$ cat config.mk
export PLATFORM = sky130hd
export DESIGN_NAME = mc_ctrl_flat
export DESIGN_NICKNAME = d
export VERILOG_FILES = /design/src/rtl/mc_ctrl_pkg.sv /design/src/rtl/mc_ctrl_if.sv /design/src/rtl/mc_ctrl_decode.sv /design/src/rtl/mc_ctrl.sv /design/src/flat_wrapper.sv
export SDC_FILE = /design/constraint.sdc
export NUM_CORES = 1
export LEC_CHECK = 0
export CORE_MARGIN = 2
export CORE_UTILIZATION = 40
export DETAILED_ROUTE_END_ITERATION = 10
export PLACE_DENSITY_LB_ADDON = 0.1
export SYNTH_ARGS = -nofsm -noshare
export SYNTH_HDL_FRONTEND = slang
export SYNTH_SLANG_ARGS = --single-unit
$ cat constraint.sdc
create_clock -name clk -period 4.9 [get_ports clk]
set_input_delay 0.98 -clock clk [delete_from_list [all_inputs] [get_ports clk]]
set_output_delay 0.98 -clock clk [all_outputs]
set_load 0.1 [all_outputs]
$ cat src/rtl/mc_ctrl_pkg.sv
// Shared types and encodings for the multi-cycle MIPS controller.
// Optional overflow trap is enabled by defining MC_CTRL_TRAP_EN.
package mc_ctrl_pkg;

  typedef enum logic [4:0] {
    S_IF     = 5'd0,
    S_ID     = 5'd1,
    S_MEM_EX = 5'd2,
    S_MEM_RD = 5'd3,
    S_LW_WB  = 5'd4,
    S_MEM_WR = 5'd5,
    S_R_EXE  = 5'd6,
    S_R_WB   = 5'd7,
    S_BR_EXE = 5'd8,
    S_J      = 5'd9,
    S_JR     = 5'd10,
    S_JAL    = 5'd11,
    S_I_EXE  = 5'd12,
    S_I_WB   = 5'd13,
    S_LUI_WB = 5'd14,
    S_EXC    = 5'd15
  } state_t;

  typedef enum logic [1:0] {
    EXC_NONE = 2'b00,
    EXC_OVF  = 2'b01,
    EXC_BUS  = 2'b10,
    EXC_ILL  = 2'b11
  } cause_t;

  localparam logic [3:0] ALU_AND  = 4'b0000;
  localparam logic [3:0] ALU_OR   = 4'b0001;
  localparam logic [3:0] ALU_ADD  = 4'b0010;
  localparam logic [3:0] ALU_XOR  = 4'b0011;
  localparam logic [3:0] ALU_NOR  = 4'b0100;
  localparam logic [3:0] ALU_SRL  = 4'b0101;
  localparam logic [3:0] ALU_SUB  = 4'b0110;
  localparam logic [3:0] ALU_SLTU = 4'b0111;
  localparam logic [3:0] ALU_SLT  = 4'b1000;
  localparam logic [3:0] ALU_SLL  = 4'b1001;
  localparam logic [3:0] ALU_SRA  = 4'b1010;

  localparam logic [5:0] OP_RTYPE = 6'b000000;
  localparam logic [5:0] OP_J     = 6'b000010;
  localparam logic [5:0] OP_JAL   = 6'b000011;
  localparam logic [5:0] OP_BEQ   = 6'b000100;
  localparam logic [5:0] OP_BNE   = 6'b000101;
  localparam logic [5:0] OP_ADDI  = 6'b001000;
  localparam logic [5:0] OP_SLTI  = 6'b001010;
  localparam logic [5:0] OP_SLTIU = 6'b001011;
  localparam logic [5:0] OP_ANDI  = 6'b001100;
  localparam logic [5:0] OP_ORI   = 6'b001101;
  localparam logic [5:0] OP_XORI  = 6'b001110;
  localparam logic [5:0] OP_LUI   = 6'b001111;
  localparam logic [5:0] OP_LW    = 6'b100011;
  localparam logic [5:0] OP_SW    = 6'b101011;

  localparam logic [5:0] F_SLL  = 6'b000000;
  localparam logic [5:0] F_SRL  = 6'b000010;
  localparam logic [5:0] F_SRA  = 6'b000011;
  localparam logic [5:0] F_JR   = 6'b001000;
  localparam logic [5:0] F_ADD  = 6'b100000;
  localparam logic [5:0] F_SUB  = 6'b100010;
  localparam logic [5:0] F_AND  = 6'b100100;
  localparam logic [5:0] F_OR   = 6'b100101;
  localparam logic [5:0] F_XOR  = 6'b100110;
  localparam logic [5:0] F_NOR  = 6'b100111;
  localparam logic [5:0] F_SLT  = 6'b101010;
  localparam logic [5:0] F_SLTU = 6'b101011;

  typedef struct packed {
    logic       MemRead;
    logic       MemWrite;
    logic       IRWrite;
    logic       IorD;
    logic       CPU_MIO;
    logic       RegWrite;
    logic [1:0] RegDst;
    logic [1:0] MemtoReg;
    logic [1:0] ALUSrcA;
    logic [1:0] ALUSrcB;
    logic [1:0] PCSource;
    logic       PCWrite;
    logic       PCWriteCond;
    logic       Branch;
    logic       exc;
    logic [1:0] exc_cause;
  } ctrl_t;

  // States that wait on MIO_ready and run the bus-timeout counter.
  function automatic logic is_mio_wait(state_t s);
    return (s == S_IF) || (s == S_MEM_RD) || (s == S_MEM_WR);
  endfunction

endpackage

$ cat src/rtl/mc_ctrl_if.sv
// Controller <-> datapath/MIO bundle.
// master = controller side, slave = datapath/bus side.
interface mc_ctrl_if #(
  parameter int ALU_OP_W = 4
);
  logic [31:0]         Inst_in;
  logic                zero;
  logic                overflow;
  logic                MIO_ready;
  logic                MemRead;
  logic                MemWrite;
  logic                IRWrite;
  logic                IorD;
  logic                CPU_MIO;
  logic                RegWrite;
  logic [1:0]          RegDst;
  logic [1:0]          MemtoReg;
  logic [1:0]          ALUSrcA;
  logic [1:0]          ALUSrcB;
  logic [1:0]          PCSource;
  logic                PCWrite;
  logic                PCWriteCond;
  logic                Branch;
  logic [ALU_OP_W-1:0] ALU_operation;
  logic                exc;
  logic [1:0]          exc_cause;
  logic [4:0]          state_out;

  modport master (
    input  Inst_in, zero, overflow, MIO_ready,
    output MemRead, MemWrite, IRWrite, IorD,
    output CPU_MIO, RegWrite, RegDst, MemtoReg,
    output ALUSrcA, ALUSrcB, PCSource, PCWrite,
    output PCWriteCond, Branch, ALU_operation,
    output exc, exc_cause, state_out
  );

  modport slave (
    output Inst_in, zero, overflow, MIO_ready,
    input  MemRead, MemWrite, IRWrite, IorD,
    input  CPU_MIO, RegWrite, RegDst, MemtoReg,
    input  ALUSrcA, ALUSrcB, PCSource, PCWrite,
    input  PCWriteCond, Branch, ALU_operation,
    input  exc, exc_cause, state_out
  );
endinterface

$ cat src/rtl/mc_ctrl_decode.sv
// Opcode/funct decode: state after ID, ALU op and illegal flag.
// Pure combinational; the caller registers the results.
module mc_ctrl_decode
  import mc_ctrl_pkg::*;
#(
  parameter int ALU_OP_W = 4
) (
  input  logic [5:0]          opcode_i,
  input  logic [5:0]          funct_i,
  output state_t              nxt_o,
  output logic [ALU_OP_W-1:0] alu_o,
  output logic                shift_o,
  output logic                ovf_chk_o,
  output logic                illegal_o
);

  function automatic logic [ALU_OP_W-1:0] op(input logic [3:0] c);
    return ALU_OP_W'(c);
  endfunction

  // Map the instruction to its execute state and ALU function.
  always_comb begin
    nxt_o     = S_EXC;
    alu_o     = op(ALU_ADD);
    shift_o   = 1'b0;
    ovf_chk_o = 1'b0;
    illegal_o = 1'b1;
    unique case (opcode_i)
      OP_RTYPE: begin
        nxt_o     = S_R_EXE;
        illegal_o = 1'b0;
        unique case (funct_i)
          F_ADD: begin
            alu_o     = op(ALU_ADD);
            ovf_chk_o = 1'b1;
          end
          F_SUB: begin
            alu_o     = op(ALU_SUB);
            ovf_chk_o = 1'b1;
          end
          F_AND:  alu_o = op(ALU_AND);
          F_OR:   alu_o = op(ALU_OR);
          F_XOR:  alu_o = op(ALU_XOR);
          F_NOR:  alu_o = op(ALU_NOR);
          F_SLT:  alu_o = op(ALU_SLT);
          F_SLTU: alu_o = op(ALU_SLTU);
          F_SLL: begin
            alu_o   = op(ALU_SLL);
            shift_o = 1'b1;
          end
          F_SRL: begin
            alu_o   = op(ALU_SRL);
            shift_o = 1'b1;
          end
          F_SRA: begin
            alu_o   = op(ALU_SRA);
            shift_o = 1'b1;
          end
          F_JR: nxt_o = S_JR;
          default: begin
            nxt_o     = S_EXC;
            illegal_o = 1'b1;
          end
        endcase
      end
      OP_ADDI: begin
        nxt_o     = S_I_EXE;
        alu_o     = op(ALU_ADD);
        ovf_chk_o = 1'b1;
        illegal_o = 1'b0;
      end
      OP_SLTI: begin
        nxt_o     = S_I_EXE;
        alu_o     = op(ALU_SLT);
        illegal_o = 1'b0;
      end
      OP_SLTIU: begin
        nxt_o     = S_I_EXE;
        alu_o     = op(ALU_SLTU);
        illegal_o = 1'b0;
      end
      OP_ANDI: begin
        nxt_o     = S_I_EXE;
        alu_o     = op(ALU_AND);
        illegal_o = 1'b0;
      end
      OP_ORI: begin
        nxt_o     = S_I_EXE;
        alu_o     = op(ALU_OR);
        illegal_o = 1'b0;
      end
      OP_XORI: begin
        nxt_o     = S_I_EXE;
        alu_o     = op(ALU_XOR);
        illegal_o = 1'b0;
      end
      OP_LW, OP_SW: begin
        nxt_o     = S_MEM_EX;
        illegal_o = 1'b0;
      end
      OP_LUI: begin
        nxt_o     = S_LUI_WB;
        illegal_o = 1'b0;
      end
      OP_BEQ, OP_BNE: begin
        nxt_o     = S_BR_EXE;
        alu_o     = op(ALU_SUB);
        illegal_o = 1'b0;
      end
      OP_J: begin
        nxt_o     = S_J;
        illegal_o = 1'b0;
      end
      OP_JAL: begin
        nxt_o     = S_JAL;
        illegal_o = 1'b0;
      end
      default: ;
    endcase
  end

endmodule

$ cat src/rtl/mc_ctrl.sv
// Multi-cycle MIPS control FSM with registered control word.
// Define MC_CTRL_TRAP_EN to trap on signed overflow.
module mc_ctrl
  import mc_ctrl_pkg::*;
#(
  parameter int ALU_OP_W    = 4,
  parameter int MIO_TIMEOUT = 255
) (
  input logic       clk,
  input logic       reset,
  mc_ctrl_if.master bus
);

  localparam int CW = $clog2(MIO_TIMEOUT + 1);

  state_t              state_q;
  state_t              state_d;
  logic [CW-1:0]       cnt_q;
  logic [CW-1:0]       cnt_d;
  cause_t              cause_d;
  ctrl_t               ctrl_q;
  ctrl_t               ctrl_d;
  logic [ALU_OP_W-1:0] alu_q;
  logic [ALU_OP_W-1:0] alu_d;

  state_t              dec_nxt;
  logic [ALU_OP_W-1:0] dec_alu;
  logic                dec_shift;
  logic                dec_ovf;
  logic                dec_ill;

  logic [5:0] opcode;
  logic       trap;
  logic       tmo;
  logic       fetch_ok;

  assign opcode = bus.Inst_in[31:26];

  mc_ctrl_decode #(
    .ALU_OP_W (ALU_OP_W)
  ) u_dec (
    .opcode_i  (opcode),
    .funct_i   (bus.Inst_in[5:0]),
    .nxt_o     (dec_nxt),
    .alu_o     (dec_alu),
    .shift_o   (dec_shift),
    .ovf_chk_o (dec_ovf),
    .illegal_o (dec_ill)
  );

`ifdef MC_CTRL_TRAP_EN
  assign trap = bus.overflow & dec_ovf;
  wire unused_ok = &{1'b0, bus.zero,
                     bus.Inst_in[25:6]};
`else
  assign trap = 1'b0;
  wire unused_ok = &{1'b0, bus.zero,
                     bus.overflow, dec_ovf,
                     bus.Inst_in[25:6]};
`endif

  // Count reaches MIO_TIMEOUT on this not-ready cycle.
  assign tmo = (cnt_q == CW'(MIO_TIMEOUT - 1));

  // Control word to load on entry to state s.
  function automatic ctrl_t ctrl_word(
    input state_t s,
    input logic   shift,
    input logic   beq,
    input cause_t c
  );
    ctrl_t w;
    w = '0;
    unique case (s)
      S_IF: begin
        w.MemRead = 1'b1;
        w.IRWrite = 1'b1;
        w.CPU_MIO = 1'b1;
        w.ALUSrcB = 2'b01;
        w.PCWrite = 1'b1;
      end
      S_ID: w.ALUSrcB = 2'b11;
      S_MEM_EX: begin
        w.ALUSrcA = 2'b01;
        w.ALUSrcB = 2'b10;
      end
      S_MEM_RD: begin
        w.IorD    = 1'b1;
        w.CPU_MIO = 1'b1;
        w.MemRead = 1'b1;
        w.ALUSrcA = 2'b01;
        w.ALUSrcB = 2'b10;
      end
      S_MEM_WR: begin
        w.IorD     = 1'b1;
        w.CPU_MIO  = 1'b1;
        w.MemWrite = 1'b1;
        w.ALUSrcA  = 2'b01;
        w.ALUSrcB  = 2'b10;
      end
      S_LW_WB: begin
        w.RegWrite = 1'b1;
        w.MemtoReg = 2'b01;
      end
      S_R_EXE:
        w.ALUSrcA = shift ? 2'b10 : 2'b01;
      S_R_WB: begin
        w.RegWrite = 1'b1;
        w.RegDst   = 2'b01;
      end
      S_BR_EXE: begin
        w.ALUSrcA     = 2'b01;
        w.PCWriteCond = 1'b1;
        w.PCSource    = 2'b01;
        w.Branch      = beq;
      end
      S_J: begin
        w.PCSource = 2'b10;
        w.PCWrite  = 1'b1;
      end
      S_JR: begin
        w.ALUSrcA = 2'b01;
        w.PCWrite = 1'b1;
      end
      S_JAL: begin
        w.RegWrite = 1'b1;
        w.RegDst   = 2'b10;
        w.MemtoReg = 2'b11;
        w.PCSource = 2'b10;
        w.PCWrite  = 1'b1;
      end
      S_I_EXE: begin
        w.ALUSrcA = 2'b01;
        w.ALUSrcB = 2'b10;
      end
      S_I_WB: w.RegWrite = 1'b1;
      S_LUI_WB: begin
        w.RegWrite = 1'b1;
        w.MemtoReg = 2'b10;
      end
      S_EXC: begin
        w.PCSource  = 2'b11;
        w.PCWrite   = 1'b1;
        w.exc       = 1'b1;
        w.exc_cause = c;
      end
      default: ;
    endcase
    return w;
  endfunction

  // Next state, wait counter and exception cause.
  always_comb begin
    state_d = S_IF;
    cnt_d   = '0;
    cause_d = EXC_NONE;
    unique case (state_q)
      S_IF, S_MEM_RD, S_MEM_WR: begin
        if (bus.MIO_ready) begin
          unique case (state_q)
            S_IF:     state_d = S_ID;
            S_MEM_RD: state_d = S_LW_WB;
            default:  state_d = S_IF;
          endcase
        end else if (tmo) begin
          state_d = S_EXC;
          cause_d = EXC_BUS;
        end else begin
          state_d = state_q;
          cnt_d   = cnt_q + CW'(1);
        end
      end
      S_ID: begin
        state_d = dec_nxt;
        if (dec_ill) cause_d = EXC_ILL;
      end
      S_MEM_EX:
        state_d = (opcode == OP_SW) ? S_MEM_WR
                                    : S_MEM_RD;
      S_R_EXE, S_I_EXE: begin
        if (trap) begin
          state_d = S_EXC;
          cause_d = EXC_OVF;
        end else begin
          state_d = (state_q == S_R_EXE) ? S_R_WB
                                         : S_I_WB;
        end
      end
      default: state_d = S_IF;
    endcase
  end

  // ALU function and control word for the state being entered.
  always_comb begin
    unique case (state_d)
      S_R_EXE, S_I_EXE: alu_d = dec_alu;
      S_BR_EXE:         alu_d = ALU_OP_W'(ALU_SUB);
      default:          alu_d = ALU_OP_W'(ALU_ADD);
    endcase
    ctrl_d = ctrl_word(state_d, dec_shift,
                       opcode == OP_BEQ, cause_d);
  end

  // State, wait counter and registered outputs.
  always_ff @(posedge clk or posedge reset) begin
    if (reset) begin
      state_q <= S_IF;
      cnt_q   <= '0;
      alu_q   <= ALU_OP_W'(ALU_ADD);
      ctrl_q  <= ctrl_word(S_IF, 1'b0, 1'b0,
                           EXC_NONE);
    end else begin
      state_q <= state_d;
      cnt_q   <= is_mio_wait(state_d) ? cnt_d : '0;
      alu_q   <= alu_d;
      ctrl_q  <= ctrl_d;
    end
  end

  // Fetch must not advance PC or load IR until the bus delivers.
  assign fetch_ok = (state_q != S_IF) || bus.MIO_ready;

  assign bus.MemRead       = ctrl_q.MemRead;
  assign bus.MemWrite      = ctrl_q.MemWrite;
  assign bus.IRWrite       = ctrl_q.IRWrite & fetch_ok;
  assign bus.IorD          = ctrl_q.IorD;
  assign bus.CPU_MIO       = ctrl_q.CPU_MIO;
  assign bus.RegWrite      = ctrl_q.RegWrite;
  assign bus.RegDst        = ctrl_q.RegDst;
  assign bus.MemtoReg      = ctrl_q.MemtoReg;
  assign bus.ALUSrcA       = ctrl_q.ALUSrcA;
  assign bus.ALUSrcB       = ctrl_q.ALUSrcB;
  assign bus.PCSource      = ctrl_q.PCSource;
  assign bus.PCWrite       = ctrl_q.PCWrite & fetch_ok;
  assign bus.PCWriteCond   = ctrl_q.PCWriteCond;
  assign bus.Branch        = ctrl_q.Branch;
  assign bus.ALU_operation = alu_q;
  assign bus.exc           = ctrl_q.exc;
  assign bus.exc_cause     = ctrl_q.exc_cause;
  assign bus.state_out     = state_q;

endmodule

$ cat src/flat_wrapper.sv
// flat-port wrapper written by rule: the top's interface ports become plain ports
module mc_ctrl_flat import mc_ctrl_pkg::*;
#(
  parameter int ALU_OP_W    = 4,
  parameter int MIO_TIMEOUT = 255
)
  (clk, reset, bus_Inst_in, bus_zero, bus_overflow, bus_MIO_ready, bus_MemRead, bus_MemWrite, bus_IRWrite, bus_IorD, bus_CPU_MIO, bus_RegWrite, bus_RegDst, bus_MemtoReg, bus_ALUSrcA, bus_ALUSrcB, bus_PCSource, bus_PCWrite, bus_PCWriteCond, bus_Branch, bus_ALU_operation, bus_exc, bus_exc_cause, bus_state_out);
  mc_ctrl_if #(.ALU_OP_W(ALU_OP_W)) bus_i ();
  input logic clk;
  input logic reset;
  input wire logic [$bits(bus_i.Inst_in)-1:0] bus_Inst_in;
  input wire logic [$bits(bus_i.zero)-1:0] bus_zero;
  input wire logic [$bits(bus_i.overflow)-1:0] bus_overflow;
  input wire logic [$bits(bus_i.MIO_ready)-1:0] bus_MIO_ready;
  output wire logic [$bits(bus_i.MemRead)-1:0] bus_MemRead;
  output wire logic [$bits(bus_i.MemWrite)-1:0] bus_MemWrite;
  output wire logic [$bits(bus_i.IRWrite)-1:0] bus_IRWrite;
  output wire logic [$bits(bus_i.IorD)-1:0] bus_IorD;
  output wire logic [$bits(bus_i.CPU_MIO)-1:0] bus_CPU_MIO;
  output wire logic [$bits(bus_i.RegWrite)-1:0] bus_RegWrite;
  output wire logic [$bits(bus_i.RegDst)-1:0] bus_RegDst;
  output wire logic [$bits(bus_i.MemtoReg)-1:0] bus_MemtoReg;
  output wire logic [$bits(bus_i.ALUSrcA)-1:0] bus_ALUSrcA;
  output wire logic [$bits(bus_i.ALUSrcB)-1:0] bus_ALUSrcB;
  output wire logic [$bits(bus_i.PCSource)-1:0] bus_PCSource;
  output wire logic [$bits(bus_i.PCWrite)-1:0] bus_PCWrite;
  output wire logic [$bits(bus_i.PCWriteCond)-1:0] bus_PCWriteCond;
  output wire logic [$bits(bus_i.Branch)-1:0] bus_Branch;
  output wire logic [$bits(bus_i.ALU_operation)-1:0] bus_ALU_operation;
  output wire logic [$bits(bus_i.exc)-1:0] bus_exc;
  output wire logic [$bits(bus_i.exc_cause)-1:0] bus_exc_cause;
  output wire logic [$bits(bus_i.state_out)-1:0] bus_state_out;
  assign bus_i.Inst_in = bus_Inst_in;
  assign bus_i.zero = bus_zero;
  assign bus_i.overflow = bus_overflow;
  assign bus_i.MIO_ready = bus_MIO_ready;
  assign bus_MemRead = bus_i.MemRead;
  assign bus_MemWrite = bus_i.MemWrite;
  assign bus_IRWrite = bus_i.IRWrite;
  assign bus_IorD = bus_i.IorD;
  assign bus_CPU_MIO = bus_i.CPU_MIO;
  assign bus_RegWrite = bus_i.RegWrite;
  assign bus_RegDst = bus_i.RegDst;
  assign bus_MemtoReg = bus_i.MemtoReg;
  assign bus_ALUSrcA = bus_i.ALUSrcA;
  assign bus_ALUSrcB = bus_i.ALUSrcB;
  assign bus_PCSource = bus_i.PCSource;
  assign bus_PCWrite = bus_i.PCWrite;
  assign bus_PCWriteCond = bus_i.PCWriteCond;
  assign bus_Branch = bus_i.Branch;
  assign bus_ALU_operation = bus_i.ALU_operation;
  assign bus_exc = bus_i.exc;
  assign bus_exc_cause = bus_i.exc_cause;
  assign bus_state_out = bus_i.state_out;
  mc_ctrl #(.ALU_OP_W(ALU_OP_W), .MIO_TIMEOUT(MIO_TIMEOUT)) u_core (.clk(clk), .reset(reset), .bus(bus_i));
endmodule
==> flow_summary.toml <==
[grt]
overflow = 0
grt_usage_pct = 16.0
antenna_found_initial = 0
grt_max_degree = 40
grt_pass1_wl_um = 8140
grt_pass1_vias = 1681

[sta]
rsz0062_at_grt = "no"
post-route-period-util_pct = 77.5
slew_viol_final = 0
tns_ps = 0
fin_crit_ps = 3800
finClkSkew_ps = 5.52
fmax_ghz = 0.263
setup_viol = 0
tightest_slew_ps = 1020
hold_violations = 0
relSlewSlack_pct = 32.3
whs_ps = 548

[logic_synthesis]
synth_warnings = 0
ys.flop_type = "dfrtp_1"
synth_cells = 264
synth_edf_count = 0
synthesis.nets = 303
syn-mean-instance-area_um2 = 9.02
syn_area_um2 = 2380
yosysUniqueCellTypes = 64
ys_ff_latch = 39
synth.yosys.seq_area_share_pct = 41.3
async_flop_share_pct = 100

[setup_path]
path_depth = 8
reg2reg_depth = 7
reg2reg_from = "u_core.bus.state_out[1]$_DFF_PP0_"
reg2reg_slack_ps = 1880
path_max_fanout = 15
crit_slowest_cell = "a311oi_2"
start_kind = "input pin"
cp.required_ps = 5120
cp.arrival_ps = 4020
r2r-end = "u_core.bus.ALU_operation[1]$_DFF_PP1_"
end_kind = "flip-flop"
endpoint = "u_core.bus.ALU_operation[1]$_DFF_PP1_"
crit_chain = "clkdlybuf4s50_1 -> or2_1 -> o31ai_1 -> a21oi_1 -> a311oi_2 -> xnor2_1 -> or4_4 -> a21o_1"
crit_type = "in2reg"
cpPeakStageDelay_ps = 820
crit_buf_inv = 1
cp-startpoint = "bus_Inst_in[29]"
cp_top_family = "compound AO/OA/AOI/OAI gates"

[cts]
root_buffer = "clkbuf_8"
clockBufferDepth = 2
cts_resized = 0
clkTransAtPathRegs_ps = 80
clock_latency_ps = 290
htreeDepth = 2
tritoncts = "yes"
postCtsSetupRepairBufs = 0
numCtsBuffers = 5
cts_hold_buf = 0
clock-sinks = 39

[route]
vias = 1947
viasPerCell = 5.35
met3_length_um = 246
ant_nets = 0
drt_iter0_drc = 85
met1_length_um = 2420
routed_wl_um = 5100
drcViolationCount = 0
wl_met2_um = 2360
top_layer_used = "met4"
wl_per_cell_um = 14.0
firstDrtPassIters = 4

[placement]
gp_congestion = 0.841
io_buffers = 45
dp_hpwl_um = 3690

[final_layout]
antenna_cells = 0
syn_to_final_growth_pct = 20.7
post-route-util_pct = 49.1
final_common_cell = "clkdlybuf4s50_1"
fin_nets = 327
drive_above_1_share_pct = 10.7
layout_common_cells = "43 x clkdlybuf4s50_1, 33 x dfrtp_1, 29 x nor2_1, 15 x nand2_1, 11 x a21oi_1"

[pwr]
vdd.ir_drop.worst_uv = 388
powerDensity_nw_per_um2 = 627
cellLeakagePower_nw = 1.20

[die]
start_util_pct = 40.7
rows = 28
die-width_um = 81.2
chipHeight_um = 81.2
pin_count = 68
core_area_um2 = 5850
die_area_um2 = 6590

[run_status]
status = "finished clean"

[min_path]
hold_class = "reg2reg"

[run]
drv_cap = 0
-- worst min-delay path, stage by stage (launching register included) --
cell and delay (ps):
dfrtp_1 360, xor2_1 70, nor2_1 80
-- Yosys cell counts (all sizes together) (5+ instances only) --
cell    count  share of area (%)
nand2      15                2.4
buf        19                5.6
nand2b      8                2.1
xor2        7                2.6
dfstp       6                6.6
and3        5                1.3
o21ai      13                2.9
clkbuf     11                1.7
xnor2       6                2.2
nor3        6                1.3
nor2b       7                1.8
inv         9                1.4
nand3       9                1.9
nor2       29                4.6
dfrtp      33                 35
or3         5                1.5
a21oi      11                2.3
-- metal layers --
metal	vias to the layer above	GRT usage [%]
met5	-	0
met4	0	6.10
met3	9	2.67
met2	66	24.4
met1	897	22.7
li1	975	-
-- kinds of logic after synthesis --
kind of cell             after synthesis  share of synthesized area, %
multiplexers                           5                          2.15
other                                  1                         0.157
AO/OA/AOI/OAI                         61                          18.6
adder cells (fa/ha/maj)                2                          1.05
AND/OR/NAND/NOR                      104                          23.2
XOR/XNOR                              13                          4.78
flip-flops                            39                          41.3
buffers and inverters                 39                          8.72
-- flip-flops by register name, summed over array words and instances (netlist names) --
register / count
u_core.bus.ALUSrcA: 2
u_core.bus.ALUSrcB: 2
u_core.bus.ALU_operation: 4
u_core.bus.Branch: 1
u_core.bus.CPU_MIO: 1
u_core.bus.IorD: 1
u_core.bus.MemRead: 1
u_core.bus.MemWrite: 1
u_core.bus.MemtoReg: 2
u_core.bus.PCSource: 2
u_core.bus.PCWriteCond: 1
u_core.bus.RegDst: 2
u_core.bus.RegWrite: 1
u_core.bus.exc: 1
u_core.bus.exc_cause: 2
u_core.bus.state_out: 5
u_core.cnt_q: 8
u_core.ctrl_q: 2
-- cell type report --
class	count	area, um^2
tap	75	93.8
inverter	9	33.8
sequential	39	983
fill	568	2980
clock inverter	3	43.8
multi-input combinational	186	1190
timing repair buffer	47	460
clock buffer	5	68.8
-- stage by stage --
step | std cells | instance area [um^2] | total power, mW | worst slack (ps)
after global routing | 364 | 2880 | 1.91 | 955
after floorplan | 264 | 2380 | 1.36 | 1720
after detailed placement | 356 | 2760 | 1.55 | 839
after CTS | 364 | 2880 | 1.82 | 1130
final | 364 | 2880 | 1.80 | 1100
after global placement | 356 | 2760 | 1.54 | 855
-- how the worst min path moves through the flow --
stage	end	startpoint	cells past startpoint	slack, ps
floorplan	u_core.cnt_q[0]$_DFF_PP0_	u_core.cnt_q[0]$_DFF_PP0_	1	490
global route	u_core.cnt_q[5]$_DFF_PP0_	u_core.cnt_q[5]$_DFF_PP0_	2	580
finish	u_core.cnt_q[5]$_DFF_PP0_	u_core.cnt_q[5]$_DFF_PP0_	2	550
detailed placement	u_core.cnt_q[5]$_DFF_PP0_	u_core.cnt_q[5]$_DFF_PP0_	2	530
CTS	u_core.cnt_q[5]$_DFF_PP0_	u_core.cnt_q[5]$_DFF_PP0_	2	550
global placement	u_core.cnt_q[7]$_DFF_PP0_	u_core.cnt_q[7]$_DFF_PP0_	2	520
-- where the power goes --
| part | internal (mW) | switching, mW | leakage [nW] |
|---|---|---|---|
| registers | 0.408 | 0.0587 | 0.514 |
| clock network | 0.152 | 0.115 | 0.0581 |
| logic | 0.282 | 0.787 | 0.628 |
| total | 0.842 | 0.961 | 1.20 |
Note: power is estimated with default switching activity, not from simulation.
